## config.mk

```make
export PLATFORM = sky130hd
export DESIGN_NAME = accum_core
export DESIGN_NICKNAME = d
export VERILOG_FILES = /design/src/rtl/accum_pkg.sv /design/src/rtl/accum_alu.sv /design/src/rtl/accum_core.sv
export SDC_FILE = /design/constraint.sdc
export NUM_CORES = 1
export LEC_CHECK = 0
export CORE_MARGIN = 2
export CORE_UTILIZATION = 60
export DETAILED_ROUTE_END_ITERATION = 12
export PLACE_DENSITY_LB_ADDON = 0.25
export SYNTH_ARGS = -nofsm -noshare
export SYNTH_HDL_FRONTEND = slang
export SYNTH_SLANG_ARGS = --single-unit
```

## constraint.sdc

```tcl
create_clock -name clk -period 7.05 [get_ports clk]
set_clock_uncertainty 0.2 [all_clocks]
set_input_delay 1.0575 -clock clk [delete_from_list [all_inputs] [get_ports clk]]
set_output_delay 1.0575 -clock clk [all_outputs]
set_load 0.01 [all_outputs]
```

## src/rtl/accum_pkg.sv

```systemverilog
// Shared definitions for the accumulator core: opcodes, IDX sub-ops,
// MISC sub-ops, ALU operations and FSM state encodings.
package accum_pkg;

    localparam logic [3:0] OP_NOP    = 4'h0;
    localparam logic [3:0] OP_LDI    = 4'h1;
    localparam logic [3:0] OP_LDM    = 4'h2;
    localparam logic [3:0] OP_STM    = 4'h3;
    localparam logic [3:0] OP_MVR    = 4'h4;
    localparam logic [3:0] OP_ADD    = 4'h5;
    localparam logic [3:0] OP_SUB    = 4'h6;
    localparam logic [3:0] OP_MUL    = 4'h7;
    localparam logic [3:0] OP_SETDAR = 4'h8;
    localparam logic [3:0] OP_INCDAR = 4'h9;
    localparam logic [3:0] OP_IDX    = 4'hA;
    localparam logic [3:0] OP_JMP    = 4'hB;
    localparam logic [3:0] OP_JZ     = 4'hC;
    localparam logic [3:0] OP_JNZ    = 4'hD;
    localparam logic [3:0] OP_MISC   = 4'hE;
    localparam logic [3:0] OP_HALT   = 4'hF;

    localparam logic [1:0] IDX_INC  = 2'd0;
    localparam logic [1:0] IDX_CLR  = 2'd1;
    localparam logic [1:0] IDX_LOAD = 2'd2;
    localparam logic [1:0] IDX_READ = 2'd3;

    localparam logic MISC_MAC   = 1'b0;
    localparam logic MISC_GETID = 1'b1;

    typedef enum logic [1:0] {
        ALU_ADD,
        ALU_SUB,
        ALU_MUL,
        ALU_MAC
    } alu_op_e;

    typedef enum logic [2:0] {
        S_IDLE,
        S_FETCH,
        S_DECODE,
        S_EXEC,
        S_MEM_WAIT,
        S_HALT
    } state_e;

endpackage

```

## src/rtl/accum_alu.sv

```systemverilog
// Combinational arithmetic for the accumulator core.
// MAC (AC + R*I0) only exists when ACCUM_CORE_MAC_EN is defined; otherwise
// no second multiplier is built and the I0 input is ignored.
module accum_alu
    import accum_pkg::*;
#(
    parameter int DATA_W = 16
) (
    input  logic [DATA_W-1:0] ac,
    input  logic [DATA_W-1:0] r,
    input  logic [DATA_W-1:0] i0,
    input  alu_op_e           op,
    output logic [DATA_W-1:0] result,
    output logic              zero
);

`ifndef ACCUM_CORE_MAC_EN
    logic unused_i0;
    assign unused_i0 = ^i0;
`endif

    // Select the arithmetic result; all operations wrap modulo 2^DATA_W.
    always_comb begin
        result = ac;
        case (op)
            ALU_ADD: result = ac + r;
            ALU_SUB: result = ac - r;
            ALU_MUL: result = ac * r;
`ifdef ACCUM_CORE_MAC_EN
            ALU_MAC: result = ac + (r * i0);
`endif
            default: result = ac;
        endcase
        zero = (result == '0);
    end

endmodule

```

## src/rtl/accum_core.sv

```systemverilog
// Parametrised accumulator-machine core with req/ack data-memory port.
// Optional MAC instruction enabled by defining ACCUM_CORE_MAC_EN.
//
// state      | meaning
// -----------+------------------------------------------------------------
// S_IDLE     | after reset, waiting for start
// S_FETCH    | im_addr = PC presented to instruction memory
// S_DECODE   | IR <= im_rdata, PC <= PC+1
// S_EXEC     | execute; LDM/STM issue a memory request, HALT stops
// S_MEM_WAIT | dm_req held until dm_ack; LDM captures dm_rdata on ack
// S_HALT     | done=1, start restarts from PC=0 keeping other registers
module accum_core
    import accum_pkg::*;
#(
    parameter int DATA_W  = 16,
    parameter int ADDR_W  = 16,
    parameter int NUM_IDX = 4,
    parameter int CORE_ID = 0
) (
    input  logic              clk,
    input  logic              rst,
    input  logic              start,
    output logic [ADDR_W-1:0] im_addr,
    input  logic [15:0]       im_rdata,
    output logic              dm_req,
    output logic              dm_we,
    output logic [ADDR_W-1:0] dm_addr,
    output logic [DATA_W-1:0] dm_wdata,
    input  logic [DATA_W-1:0] dm_rdata,
    input  logic              dm_ack,
    output logic              busy,
    output logic              done,
    output logic [ADDR_W-1:0] pc_out
);

    state_e              state_q, state_d;
    logic [ADDR_W-1:0]   pc_q, pc_d;
    logic [ADDR_W-1:0]   dar_q, dar_d;
    logic [DATA_W-1:0]   ac_q, ac_d;
    logic [DATA_W-1:0]   r_q, r_d;
    logic [15:0]         ir_q, ir_d;
    logic                z_q, z_d;
    logic [DATA_W-1:0]   idx_q [NUM_IDX];
    logic [DATA_W-1:0]   idx_d [NUM_IDX];
    logic                dm_req_q, dm_req_d;
    logic                dm_we_q, dm_we_d;
    logic                busy_q, busy_d;
    logic                done_q, done_d;

    logic [3:0]          opcode;
    logic [DATA_W-1:0]   imm_data;
    logic [ADDR_W-1:0]   imm_addr;
    alu_op_e             alu_op;
    logic [DATA_W-1:0]   alu_result;
    logic                alu_zero;

    assign opcode   = ir_q[15:12];
    assign imm_data = DATA_W'(ir_q[11:0]);
    assign imm_addr = ADDR_W'(ir_q[11:0]);

    assign im_addr  = pc_q;
    assign pc_out   = pc_q;
    assign dm_req   = dm_req_q;
    assign dm_we    = dm_we_q;
    assign dm_addr  = dar_q;
    assign dm_wdata = ac_q;
    assign busy     = busy_q;
    assign done     = done_q;

    // Map the current opcode onto an ALU operation.
    always_comb begin
        alu_op = ALU_ADD;
        case (opcode)
            OP_SUB:  alu_op = ALU_SUB;
            OP_MUL:  alu_op = ALU_MUL;
            OP_MISC: alu_op = ALU_MAC;
            default: alu_op = ALU_ADD;
        endcase
    end

    accum_alu #(
        .DATA_W (DATA_W)
    ) u_alu (
        .ac     (ac_q),
        .r      (r_q),
        .i0     (idx_q[0]),
        .op     (alu_op),
        .result (alu_result),
        .zero   (alu_zero)
    );

    // Next-state, datapath and registered-output computation.
    always_comb begin
        state_d  = state_q;
        pc_d     = pc_q;
        dar_d    = dar_q;
        ac_d     = ac_q;
        r_d      = r_q;
        ir_d     = ir_q;
        z_d      = z_q;
        idx_d    = idx_q;
        dm_we_d  = dm_we_q;

        case (state_q)
            S_IDLE: begin
                if (start) begin
                    pc_d    = '0;
                    state_d = S_FETCH;
                end
            end
            S_FETCH: begin
                state_d = S_DECODE;
            end
            S_DECODE: begin
                ir_d    = im_rdata;
                pc_d    = pc_q + ADDR_W'(1);
                state_d = S_EXEC;
            end
            S_EXEC: begin
                state_d = S_FETCH;
                case (opcode)
                    OP_LDI:    ac_d = imm_data;
                    OP_LDM: begin
                        dm_we_d = 1'b0;
                        state_d = S_MEM_WAIT;
                    end
                    OP_STM: begin
                        dm_we_d = 1'b1;
                        state_d = S_MEM_WAIT;
                    end
                    OP_MVR:    r_d = ac_q;
                    OP_ADD, OP_SUB, OP_MUL: begin
                        ac_d = alu_result;
                        z_d  = alu_zero;
                    end
                    OP_SETDAR: dar_d = ADDR_W'(ac_q);
                    OP_INCDAR: dar_d = dar_q + imm_addr;
                    OP_IDX: begin
                        // Selects beyond NUM_IDX match no register and fall through as NOP.
                        for (int i = 0; i < NUM_IDX; i++) begin
                            if (ir_q[11:10] == 2'(i)) begin
                                case (ir_q[9:8])
                                    IDX_INC:  idx_d[i] = idx_q[i] + DATA_W'(1);
                                    IDX_CLR:  idx_d[i] = '0;
                                    IDX_LOAD: idx_d[i] = ac_q;
                                    default:  ac_d     = idx_q[i];
                                endcase
                            end
                        end
                    end
                    OP_JMP:    pc_d = imm_addr;
                    OP_JZ:     if (z_q)  pc_d = imm_addr;
                    OP_JNZ:    if (!z_q) pc_d = imm_addr;
                    OP_MISC: begin
                        if (ir_q[0] == MISC_GETID) begin
                            ac_d = DATA_W'(CORE_ID);
                        end
`ifdef ACCUM_CORE_MAC_EN
                        else begin
                            ac_d = alu_result;
                            z_d  = alu_zero;
                        end
`endif
                    end
                    OP_HALT:   state_d = S_HALT;
                    default:   state_d = S_FETCH;
                endcase
            end
            S_MEM_WAIT: begin
                if (dm_ack) begin
                    if (!dm_we_q) begin
                        ac_d = dm_rdata;
                        z_d  = (dm_rdata == '0);
                    end
                    dm_we_d = 1'b0;
                    state_d = S_FETCH;
                end
            end
            S_HALT: begin
                if (start) begin
                    pc_d    = '0;
                    state_d = S_FETCH;
                end
            end
            default: state_d = S_IDLE;
        endcase

        dm_req_d = (state_d == S_MEM_WAIT);
        busy_d   = (state_d == S_FETCH) || (state_d == S_DECODE) ||
                   (state_d == S_EXEC)  || (state_d == S_MEM_WAIT);
        done_d   = (state_d == S_HALT);
    end

    // State and register update with synchronous reset.
    always_ff @(posedge clk) begin
        if (rst) begin
            state_q  <= S_IDLE;
            pc_q     <= '0;
            dar_q    <= '0;
            ac_q     <= '0;
            r_q      <= '0;
            ir_q     <= '0;
            z_q      <= 1'b0;
            for (int i = 0; i < NUM_IDX; i++) begin
                idx_q[i] <= '0;
            end
            dm_req_q <= 1'b0;
            dm_we_q  <= 1'b0;
            busy_q   <= 1'b0;
            done_q   <= 1'b0;
        end else begin
            state_q  <= state_d;
            pc_q     <= pc_d;
            dar_q    <= dar_d;
            ac_q     <= ac_d;
            r_q      <= r_d;
            ir_q     <= ir_d;
            z_q      <= z_d;
            idx_q    <= idx_d;
            dm_req_q <= dm_req_d;
            dm_we_q  <= dm_we_d;
            busy_q   <= busy_d;
            done_q   <= done_d;
        end
    end

endmodule

```

Word-level counts from Yosys, hierarchy flattened. Index checks and enable logic that the tools add are counted.

Multipliers: 1. $add $sub $neg: 8. Mux-type cells: 36. Reduce and logical (&&, ||, !) cells: 27. Equality and inequality tests: 42.

Operators with widths (count): case mux 16 bit (3 select lines) (7); two-way mux 16 bit (14); adder 16 x 1 -> 16 bit, second input constant (5); case mux 16 bit (2 select lines) (2); case mux 16 bit (4 select lines) (1); == test 4 bit, second input constant (8); zero test 16 bit (2); AND reduction 4 bit (5); adder 16 x 12 -> 16 bit (1); adder 16 bit (1); == test 4 x 3 -> 1 bit, second input constant (4); multiplier 16 x 16 -> 16 bit (1); subtractor 16 bit (1); case mux 3 bit (5 select lines) (1); == test 3 x 2 -> 1 bit, second input constant (4); == test 3 bit, second input constant (4); AND reduction 5 bit (2); != test 3 bit, second input constant (3); == test 2 bit, second input constant (4); == test 4 x 2 -> 1 bit, second input constant (2); == test 2 x 1 -> 1 bit, second input constant (3); == test 3 x 1 -> 1 bit, second input constant (2); zero test 2 bit (3); two-way mux 3 bit (2); other kinds (18) (32).

Register bits after elaboration: 152. Output and inout port bits: 68. Logic and storage cells: 129.

Logic depth before layout (Yosys ltp). Gate-level depths: netlist of the first run.

Depth after elaboration: 12. Mapped depth: 24. Depth with buffers taken out: 22.

Cells and area by module. A second synthesis of the first run with hierarchy kept.

Cells, all modules: 1933. Area total of the unflattened synthesis: 14890.5 µm².

Modules (own cells, without submodules): accum_core (area an instance 9426.5 µm², cells each 1233, sequential area each 3042.9 µm², instances 1); accum_alu (area an instance 5464.0 µm², cells each 700, sequential area each 0.0 µm², instances 1).

Least setup slack after synthesis of the first run. No wires, ideal clock.

Path kind: reg-to-reg. Start: register ac_q[5] (netlist: dm_wdata[5]). End: register ac_q[13] (netlist: dm_wdata[13]). Path slack: 0.713 ns. Period minus slack after synthesis: 6.337 ns. Required time: 6.716 ns. Cell stages (with the launch flop): 23. Setup time: 0.134 ns. Data arrival time: 6.003 ns. Cell sequence: dfxtp_1 -> clkbuf_1 -> clkbuf_1 -> and2_1 -> fa_1 -> inv_1 -> fa_1 -> fa_1 -> fa_1 -> inv_1 -> fa_1 -> inv_1 -> fa_1 -> inv_1 -> ha_1 -> and2_1 -> or3b_2 -> and3b_1 -> xnor2_1 -> a221oi_1 -> o21ai_0 -> a222oi_1 -> a211oi_1.

Cells in the longest elaborated chain, start to end: 4. Elaborated cells on any way between the ends: 6.

Ends and longest elaborated chain: start: declaration (line accum_core.sv:39) `logic [DATA_W-1:0] ac_q, ac_d;`; start signal: assignment (line accum_core.sv:200) `ac_q <= '0;`; start signal: assignment (line accum_core.sv:215) `ac_q <= ac_d;`; multiplier 16 x 16 -> 16 bit, or another cell as far along (line accum_alu.sv:28) `ALU_MUL: result = ac * r;`; case mux 16 bit (3 select lines) * (line accum_alu.sv:25) `case (op)`; case mux 16 bit (4 select lines) * (line accum_core.sv:121) `case (opcode)`; case mux 16 bit (2 select lines) * (line accum_core.sv:104) `case (state_q)`.

Every way passes the cells marked *; elsewhere a longest branch is shown, timed or not. A chain may end at the register's enable or synchronous reset.

Final worst setup path of the first run.
Start: register r_q[2]. End: register ac_q[13] (netlist: dm_wdata[13]).

Cells in the longest elaborated chain, start to end: 4. Elaborated cells on any way between the ends: 6.

Ends and longest elaborated chain: start: declaration (line accum_core.sv:40) `logic [DATA_W-1:0] r_q, r_d;`; start signal: assignment (line accum_core.sv:216) `r_q <= r_d;`; multiplier 16 x 16 -> 16 bit, or another cell as far along (line accum_alu.sv:28); case mux 16 bit (3 select lines) * (line accum_alu.sv:25); case mux 16 bit (4 select lines) * (line accum_core.sv:121); case mux 16 bit (2 select lines) * (line accum_core.sv:104).

Marked as above.

==> flow_summary.toml, run 1 <==
[status]
outcome = "finished clean"

[logic_synthesis]
ys_top_cells_by_area = "dfxtp_1, fa_1, ha_1"
mappedNetlistNets = 2087
synthCells = 1884
synth-async-reset-ratio = 0
yosys_register_bits = 152
yosysSeqAreaShare = 0.2108
post_synth_instance_area_um2 = 14440
synth.avg_cell_area_um2 = 7.662
yosysWarnings = 0
dominantRegCellSynth = "dfxtp_1"
number_of_flops_mapped_to_enable_cells_by_yosys = 0
synth.lib_cells_used.distinct = 79
synth_top_cell_by_area = "dfxtp_1"
synth_top_cell_area_share = 0.2108

[worst_setup_path]
worst_r2r_setup_slack_ps = 350
worst-path-buf-inv = 3
worstSetupStartpointType = "flip-flop"
worstPathCellList = "nand2_1 > fa_1 > fa_1 > fa_1 > fa_1 > inv_1 > fa_1 > inv_1 > fa_1 > inv_1 > ha_1 > and2_1 > or3b_2 > and3b_1 > xnor2_1 > a221oi_1 > o21ai_0 > a222oi_1 > a211oi_1"
reg2reg_depth = 19
critical_path_peak_fanout = 18
setup.worst_path.class = "reg -> reg"
worst_path_most_repeated_cell = "fa_1"
timing.critical_path.max_delay_family = "adder cells"
cp.required_ps = 7110
critPathArrivalTime_ps = 6770
reg2reg_from = "r_q[2]$_SDFFE_PP0P_"
worst_setup_path_end_kind = "flip-flop"
cp_slowest_stage_delay_ps = 720
slowest_cp_cell = "dfxtp_1"
rr_endpoint = "dm_wdata[13]$_SDFFE_PP0P_"

[floorplanning]
row_count = 56
fp.dieH_um = 159.1
boundaryPins = 104
core_area_um2 = 23540
dieArea_um2 = 25310
floorplan.initialDensity = 0.6131
fp.dieW_um = 159.1

[clock_tree]
cts.repair.resized = 0
clock_sinks = 152
ctsRootBufferMaster = "clkbuf_16"
tritoncts.num_buffers = 17
clock_insertion_delay_worst_skew_ps = 430
cts.path.max_buffers = 2
clkSlewWorstSetupHoldPaths_ps = 70
post_cts_setup_bufs = 0
cts_max_level = 4
tritoncts_clock_tree = "yes"
holdBufCountCts = 0

[cells_and_area]
total_nets_final = 2097
areaGrowthSynthToFinish_pct = 10.90
antenna_cells_inserted = 0
commonest_cells_after_routing_fill_and_taps_aside = "nand2_1, nor2_1, a21oi_1"
commonest_non_fill_non_tap_cell_in_the_layout = "nand2_1"
layout_cells_sized_above_1 = 0.05978

[sta]
fin_tns_setup_ps = 0
final_min_period_over_clock_period = 0.9510
maxSlewViolCount = 0
setup_viols_final = 0
worst_pin_slew_ps = 1080
final_hold_viol_count = 0
worst_slack_ps = 345.3
post-route-min-period_ps = 6705
rsz0062_at_grt = "no"
fmax_mhz = 149.2
worst_max_slew_margin_expressed_relative_to_the_limit = 0.2773

[grt]
overflow = 0
grt_util_all_layers = 0.3501
grt_pass1_wl_mm = 71.63
maximum_number_of_pins_on_one_net_before_global_route_repair = 95
antenna_violations_before_repair = 0
grt_pass1_vias = 13644

[route]
via_per_inst = 6.377
drt-initial-drc-count = 1619
drc = 0
avgRoutedWirePerCell_um = 20.27
postRouteWirelength_mm = 45.13
detailroute.via_count = 14195
ant_nets = 0
firstDrtPassIters = 6

[power]
net-switching-power_uw = 569.6
switching_share = 0.2779
vdd_drop_max_v = 0.0001475
share_of_power_burned_in_combinational_logic = 0.104
power.share.sequential = 0.437
cellLeakagePower_nw = 6.122
cell_internal_pwr_mw = 1.480
cellPowerDensity_nw_per_um2 = 128.0
pwr-share-clk = 0.459

[placement]
place.detailed.hpwl_mm = 33.13
portBuffers = 103
dp_worst_setup_slack_ps = 445.3
routabilityCongestion = 0.9551

[hold_path]
hp-class = "reg -> reg"
hold_start = "dm_addr[15]$_SDFFE_PP0P_"
hold_end = "dm_addr[15]$_SDFFE_PP0P_"
min_delay_path_depth = 1

[job]
maxCapViolCount = 0
layer usage:
| layer | track usage | vias up | wire length (µm) |
|---|---|---|---|
| met4 | 0.1496 | 0 | 1778 |
| met2 | 0.5735 | 801 | 20890 |
| met3 | 0.06147 | 139 | 4412 |
| met1 | 0.4574 | 6739 | 18050 |
| li1 | - | 6516 | - |
| met5 | 0 | - | 0 |
worst register-to-register path, stage by stage, from the launching register on:
cell and delay, ps:
dfxtp_1 720, nand2_1 160, fa_1 530, fa_1 580, fa_1 450, fa_1 540
inv_1 50, fa_1 470, inv_1 50, fa_1 490, inv_1 50, ha_1 310
and2_1 170, or3b_2 480, and3b_1 190, xnor2_1 180, a221oi_1 270, o21ai_0 190
a222oi_1 350, a211oi_1 120
power groups by stage:
stage / sequential, mW / combinational (mW) / clock (mW)
after floorplan: 0.900 / 0.148 / 0
after global placement: 0.913 / 0.203 / 0
after detailed placement: 0.914 / 0.207 / 0
after CTS: 0.894 / 0.208 / 0.940
after global routing: 0.896 / 0.231 / 0.976
final: 0.895 / 0.213 / 0.941
area by class of cell:
| type | instances | area [µm²] |
|---|---|---|
| well taps | 319 | 399.1 |
| clock buffers | 18 | 429.2 |
| repair buffers | 134 | 1261 |
| multi-input cells | 1446 | 10170 |
| fillers | 2023 | 7533 |
| clock inverters | 14 | 165.2 |
| flip-flops and latches | 152 | 3043 |
| inverters | 143 | 536.8 |
Yosys cell counts, types with 21 or more instances:
master	count
a211oi_1	29
a31oi_1	29
nor2_1	172
nor3_1	46
inv_1	143
o21ai_0	103
ha_1	85
dfxtp_1	152
fa_1	82
nand2_1	250
nand3_1	29
a22oi_1	28
clkbuf_1	92
and3_1	28
and2_1	73
xnor2_1	50
a21oi_1	162
buf_2	21
xor2_1	26
stage by stage:
step | area [µm²] | power [mW] | hold WS [ps] | cells | utilization
global route | 16010 | 2.103 | 314.3 | 2226 | 0.6800
detailed placement | 15410 | 1.120 | 277.3 | 2194 | 0.6548
CTS | 16010 | 2.042 | 289.2 | 2226 | 0.6800
floorplan | 14440 | 1.048 | 246.8 | 1884 | -
finish | 16010 | 2.050 | 292.4 | 2226 | 0.6800
global placement | 15410 | 1.117 | 257.7 | 2194 | 0.6548
kinds of logic (layout without fill, tap and decap cells):
group | after synthesis | after routing | share of synthesized area
xor gates and xnor gates | 76 | 76 | 0.04611
DFF | 152 | 152 | 0.2108
muxes | 29 | 29 | 0.03250
and+or+nand+nor | 687 | 687 | 0.2240
adders and majority gates | 167 | 167 | 0.1874
buffers and inverters | 286 | 309 | 0.08486
AOI/OAI and AO/OA | 487 | 487 | 0.2144
worst max path at each step:
stage,start,end,cells past startpoint
after global placement,r_q[1]$_SDFFE_PP0P_,dm_wdata[13]$_SDFFE_PP0P_,19
after floorplan,dm_wdata[5]$_SDFFE_PP0P_,dm_wdata[13]$_SDFFE_PP0P_,22
after global routing,r_q[1]$_SDFFE_PP0P_,dm_wdata[13]$_SDFFE_PP0P_,19
after detailed placement,r_q[1]$_SDFFE_PP0P_,dm_wdata[13]$_SDFFE_PP0P_,19
final,r_q[2]$_SDFFE_PP0P_,dm_wdata[13]$_SDFFE_PP0P_,19
after CTS,r_q[2]$_SDFFE_PP0P_,dm_wdata[13]$_SDFFE_PP0P_,19
sequential cells by signal (all words and copies together), names as in the netlist:
| register | cells |
|---|---|
| busy | 1 |
| dm_addr | 16 |
| dm_req | 1 |
| dm_wdata | 16 |
| dm_we | 1 |
| done | 1 |
| idx_q | 64 |
| im_addr | 16 |
| ir_q | 16 |
| r_q | 16 |
| state_q | 3 |
| z_q | 1 |
Note: power is estimated with default switching activity, not from simulation.
==> run 2, diff against run 1 <==
Clock period 7.05 ns to 8.5 ns, I/O delays scaled along.
==> flow_summary.toml, run 2 (synthesized netlist as in run 1, its figures left out) <==
[status]
outcome = "finished clean"

[floorplanning]
dieArea_um2 = 25310
fp.dieW_um = 159.1
floorplan.initialDensity = 0.6131
core_area_um2 = 23540
fp.dieH_um = 159.1
boundaryPins = 104
row_count = 56

[clock_tree]
cts.path.max_buffers = 2
clock_sinks = 152
clock_insertion_delay_worst_skew_ps = 430
clkSlewWorstSetupHoldPaths_ps = 60
tritoncts_clock_tree = "yes"
tritoncts.num_buffers = 17
cts_max_level = 4
post_cts_setup_bufs = 0
ctsRootBufferMaster = "clkbuf_16"
cts.repair.resized = 0
holdBufCountCts = 0

[route]
avgRoutedWirePerCell_um = 20.04
detailroute.via_count = 14138
drc = 0
drt-initial-drc-count = 1413
via_per_inst = 6.389
firstDrtPassIters = 7
postRouteWirelength_mm = 44.34
ant_nets = 0

[sta]
final_min_period_over_clock_period = 0.8078
worst_pin_slew_ps = 1071
maxSlewViolCount = 0
post-route-min-period_ps = 6866
rsz0062_at_grt = "no"
final_hold_viol_count = 0
fin_tns_setup_ps = 0
worst_max_slew_margin_expressed_relative_to_the_limit = 0.2861
setup_viols_final = 0
fmax_mhz = 145.6

[grt]
grt_pass1_vias = 13643
met2_usage = 0.5553
grt_pass1_wl_mm = 71.38
gr-usage-met1 = 0.4476
use_met3 = 0.07137
antenna_violations_before_repair = 0
maximum_number_of_pins_on_one_net_before_global_route_repair = 84
globalRoute.busiestLayer = "met2"
grt_util_all_layers = 0.3468
overflow = 0

[placement]
placedCellCount = 2181
portBuffers = 103
routabilityCongestion = 0.9760
place.detailed.hpwl_mm = 31.66

[cells_and_area]
areaGrowthSynthToFinish_pct = 11.23
commonest_cells_after_routing_fill_and_taps_aside = "nand2_1, nor2_1, a21oi_1"
commonest_non_fill_non_tap_cell_in_the_layout = "nand2_1"
antenna_cells_inserted = 0
layout_cells_sized_above_1 = 0.05280
fillers = 1981
total_nets_final = 2084
largest-register = "idx_q"
layout.cells.non_filler = 2213
number_of_flip_flops_under_the_largest_register_name = 64

[power]
cellPowerDensity_nw_per_um2 = 117.5
cellLeakagePower_nw = 6.131
vdd_drop_max_v = 0.0001276
p_total_mw = 1.886

[worst_setup_path]
cp.required_ps = 8580
worst_setup_path_end_kind = "flip-flop"
critical_path_peak_fanout = 23
critPathArrivalTime_ps = 6940
worstSetupStartpointType = "flip-flop"
worst_r2r_setup_slack_ps = 1630
setup.worst_path.class = "reg -> reg"
rr_endpoint = "dm_wdata[13]$_SDFFE_PP0P_"
reg2reg_from = "dm_wdata[4]$_SDFFE_PP0P_"
reg2reg_depth = 20

[job]
maxCapViolCount = 0

[hold_path]
min_delay_path_depth = 2
hp-class = "reg -> reg"
hold_start = "idx_q[31]$_SDFFE_PP0P_"
hold_end = "idx_q[31]$_SDFFE_PP0P_"
-- run 2: cell types whose count changed in the layout (fill, tap and decap cells not counted), moves of 2 or more --
cell and change:
inv_8 -2, clkinvlp_4 -4, inv_6 -3, bufinv_16 +7, buf_4 -13
-- run 2: worst max-delay path: stages (launching register included) --
cell and delay [ps]:
dfxtp_1 990, and2_1 250, fa_1 450, fa_1 490, ha_1 230, fa_1 530
inv_1 50, fa_1 480, fa_1 560, inv_1 50, ha_1 340, nand3_1 100
a21oi_1 170, nor3b_1 90, or3b_2 470, and3b_1 200, xnor2_1 180, a221oi_1 260
o21ai_0 190, a222oi_1 320, a211oi_1 120
-- run 2: metrics by stage --
| step | cell area [µm²] | setup WS [ps] | utilization | hold slack (ps) |
|---|---|---|---|---|
| after floorplan | 14440 | 2163 | - | 246.8 |
| after global placement | 15320 | 1912 | 0.6506 | 265.9 |
| after detailed placement | 15320 | 1693 | 0.6506 | 266.7 |
| after CTS | 16060 | 1688 | 0.6820 | 278.9 |
| after global routing | 16060 | 1279 | 0.6820 | 296.1 |
| final | 16060 | 1634 | 0.6820 | 275.9 |
-- run 2: worst max-delay path by stage --
| stage | endpoint | slack, ps | cells after the start | from |
|---|---|---|---|---|
| 6_report | dm_wdata[13]$_SDFFE_PP0P_ | 1630 | 20 | dm_wdata[4]$_SDFFE_PP0P_ |
| 5_1_grt | dm_wdata[13]$_SDFFE_PP0P_ | 1280 | 20 | dm_wdata[4]$_SDFFE_PP0P_ |
| 4_1_cts | dm_wdata[13]$_SDFFE_PP0P_ | 1690 | 20 | dm_wdata[4]$_SDFFE_PP0P_ |
| 3_5_place_dp | dm_wdata[13]$_SDFFE_PP0P_ | 1690 | 20 | dm_wdata[4]$_SDFFE_PP0P_ |
| 3_3_place_gp | dm_wdata[13]$_SDFFE_PP0P_ | 1910 | 20 | dm_wdata[4]$_SDFFE_PP0P_ |
| 2_1_floorplan | dm_wdata[13]$_SDFFE_PP0P_ | 2160 | 22 | dm_wdata[5]$_SDFFE_PP0P_ |
-- run 2: power breakdown --
group | internal, mW | switching (mW) | total, mW | leakage (nW)
Combinational | 0.0651 | 0.109 | 0.174 | 4.55
Clock | 0.649 | 0.316 | 0.965 | 0.359
Sequential | 0.721 | 0.0258 | 0.747 | 1.23
Total | 1.44 | 0.451 | 1.89 | 6.13
-- run 2: per-layer routing --
| layer | up-vias | part of all wire |
|---|---|---|
| li1 | 6494 | - |
| met1 | 6681 | 0.40 |
| met3 | 174 | 0.098 |
| met5 | - | 0 |
| met4 | 0 | 0.046 |
| met2 | 789 | 0.46 |
-- run 2: layout make-up --
| cell class | instances | area (µm²) | share of cell area |
|---|---|---|---|
| flip-flops and latches | 152 | 3043 | 0.1895 |
| clock buffers | 20 | 446.7 | 0.02782 |
| repair buffers | 121 | 1164 | 0.07247 |
| multi-input cells | 1446 | 10170 | 0.6337 |
| clock inverters | 12 | 292.8 | 0.01823 |
| well taps | 319 | 399.1 | 0.02486 |
| inverters | 143 | 536.8 | 0.03343 |
==> run 3, diff against run 2 <==
Settings changed: CORE_UTILIZATION 60 to 55.
Clock period 8.5 ns to 5.85 ns, I/O delays scaled along.
==> flow_summary.toml, run 3 (synthesized netlist as in run 1, its figures left out) <==
[clock_tree]
ctsRootBufferMaster = "clkbuf_16"
cts_max_level = 4
clkSlewWorstSetupHoldPaths_ps = 70
clock_insertion_delay_worst_skew_ps = 440
cts.path.max_buffers = 2
clock_sinks = 152
tritoncts_clock_tree = "yes"
tritoncts.num_buffers = 17

[placement]
portBuffers = 103
postPlaceCellArea_um2 = 16010
place.detailed.hpwl_mm = 34.80
routabilityCongestion = 0.9446
dp_worst_setup_slack_ps = -286.0

[worst_setup_path]
worst_path_most_repeated_cell = "fa_1"
worstSetupStartpointType = "flip-flop"
cp_slowest_stage_delay_ps = 500
setup.worst_path.class = "reg -> reg"
cp.required_ps = 5980
slowest_cp_cell = "fa_1"
critical_path_peak_fanout = 7
critPathArrivalTime_ps = 6160
worst_setup_path_end_kind = "flip-flop"
worstPathCellList = "buf_4 > and2_1 > fa_1 > inv_1 > fa_1 > fa_1 > fa_1 > inv_1 > fa_1 > inv_1 > fa_1 > inv_1 > ha_4 > and2_4 > or3b_4 > and3b_2 > xnor2_4 > a221oi_2 > o21ai_1 > buf_4 > o41ai_4"

[cells_and_area]
final_core_util = 0.6489
final_design_area_excluding_fillers_um2 = 16810
areaGrowthSynthToFinish_pct = 16.49
largest-register = "idx_q"
total_nets_final = 2166
commonest_non_fill_non_tap_cell_in_the_layout = "nand2_1"
fillers = 2271
commonest_cells_after_routing_fill_and_taps_aside = "nand2_1, nor2_1, a21oi_1"
layout_cells_sized_above_1 = 0.1235
number_of_flip_flops_under_the_largest_register_name = 64
antenna_cells_inserted = 0

[grt]
use_met3 = 0.05267
grt_pass1_wl_mm = 73.85
overflow = 0
antenna_violations_before_repair = 1
met2_usage = 0.5371
grt_pass1_vias = 13511
maximum_number_of_pins_on_one_net_before_global_route_repair = 80
globalRoute.busiestLayer = "met2"
gr-usage-met1 = 0.4547
grt_util_all_layers = 0.3339

[floorplanning]
boundaryPins = 104
fp.dieH_um = 166.0
fp.dieW_um = 166.0
core_area_um2 = 25910
floorplan.initialDensity = 0.5571
dieArea_um2 = 27560
row_count = 59

[sta]
fin_tns_setup_ps = -374.9
rsz0062_at_grt = "yes"
worst_slack_ps = -187.5
worst_max_slew_margin_expressed_relative_to_the_limit = 0.2689
fmax_mhz = 165.6
fin_worst_hold_slack_ps = 287.1
post-route-min-period_ps = 6037
setup_viols_final = 2
final_min_period_over_clock_period = 1.032
maxSlewViolCount = 0
final_hold_viol_count = 0
worst_pin_slew_ps = 1093

[route]
via_per_inst = 6.186
detailroute.via_count = 14297
postRouteWirelength_mm = 46.74
drt-initial-drc-count = 1532
firstDrtPassIters = 6
drc = 0
avgRoutedWirePerCell_um = 20.22
ant_nets = 0

[job]
maxCapViolCount = 0

[power]
power.share.sequential = 0.449
cellPowerDensity_nw_per_um2 = 142.3
pwr-share-clk = 0.443
share_of_power_burned_in_combinational_logic = 0.108
vdd_drop_max_v = 0.0001771
cell_internal_pwr_mw = 1.703
switching_share = 0.2881
cellLeakagePower_nw = 6.509
net-switching-power_uw = 689.5

[hold_path]
hp-class = "reg -> reg"

[status]
outcome = "finished, violations left"
violations = "setup timing"
## run 3: power groups by stage
stage	clock (mW)	combinational (mW)	sequential [mW]
after detailed placement	0	0.251	1.10
after CTS	1.06	0.253	1.08
after global placement	0	0.246	1.10
final	1.06	0.258	1.08
after floorplan	0	0.178	1.08
after global routing	1.11	0.280	1.08
## run 3: worst max-delay path, delay by kind of cell, from the launching register on
family	cells	cell delay, ps
simple gates	4	890
compound gates	3	690
fa+ha+maj	7	3110
flops	1	350
buf+inv	6	520
xor+xnor	1	150
## run 3: area by class of cell
| type | instances | area [µm²] | area share |
|---|---|---|---|
| repair buffers | 203 | 1795 | 0.1068 |
| clock inverters | 14 | 113.9 | 0.006771 |
| inverters | 143 | 536.8 | 0.03192 |
| clock buffers | 18 | 439.2 | 0.02612 |
| multi-input cells | 1446 | 10430 | 0.6205 |
| flip-flops and latches | 152 | 3077 | 0.1830 |
| well taps | 335 | 419.2 | 0.02493 |
## run 3: timing repair
action,in CTS,in global routing
endpoints found under the setup margin,3,10
hold buffers,0,0
setup buffers,2,2
pin swaps,9,35
gates resized for setup,11,43
## run 3: worst paths after layout
path	startpoint	end	slack, ps	cells past startpoint
worst max-delay path	dm_wdata[5]$_SDFFE_PP0P_	z_q$_SDFFE_PP0P_	-190	21
worst min-delay path	dm_addr[10]$_SDFFE_PP0P_	dm_addr[10]$_SDFFE_PP0P_	290	2
worst max register to register	dm_wdata[5]$_SDFFE_PP0P_	z_q$_SDFFE_PP0P_	-190	21
worst min register to register	dm_addr[10]$_SDFFE_PP0P_	dm_addr[10]$_SDFFE_PP0P_	290	2
## run 3: per-layer routing
metal  wire length (µm)  vias to the layer above
met3               4452                      110
li1                   -                     6672
met2              21600                      722
met4               1525                        0
met5                  0                        -
met1              19160                     6793
## run 3: through the flow
step / power, mW / cells
after global placement: 1.346 / 2275
after detailed placement: 1.352 / 2275
after global routing: 2.467 / 2311
after floorplan: 1.262 / 1884
final: 2.393 / 2311
after CTS: 2.392 / 2309
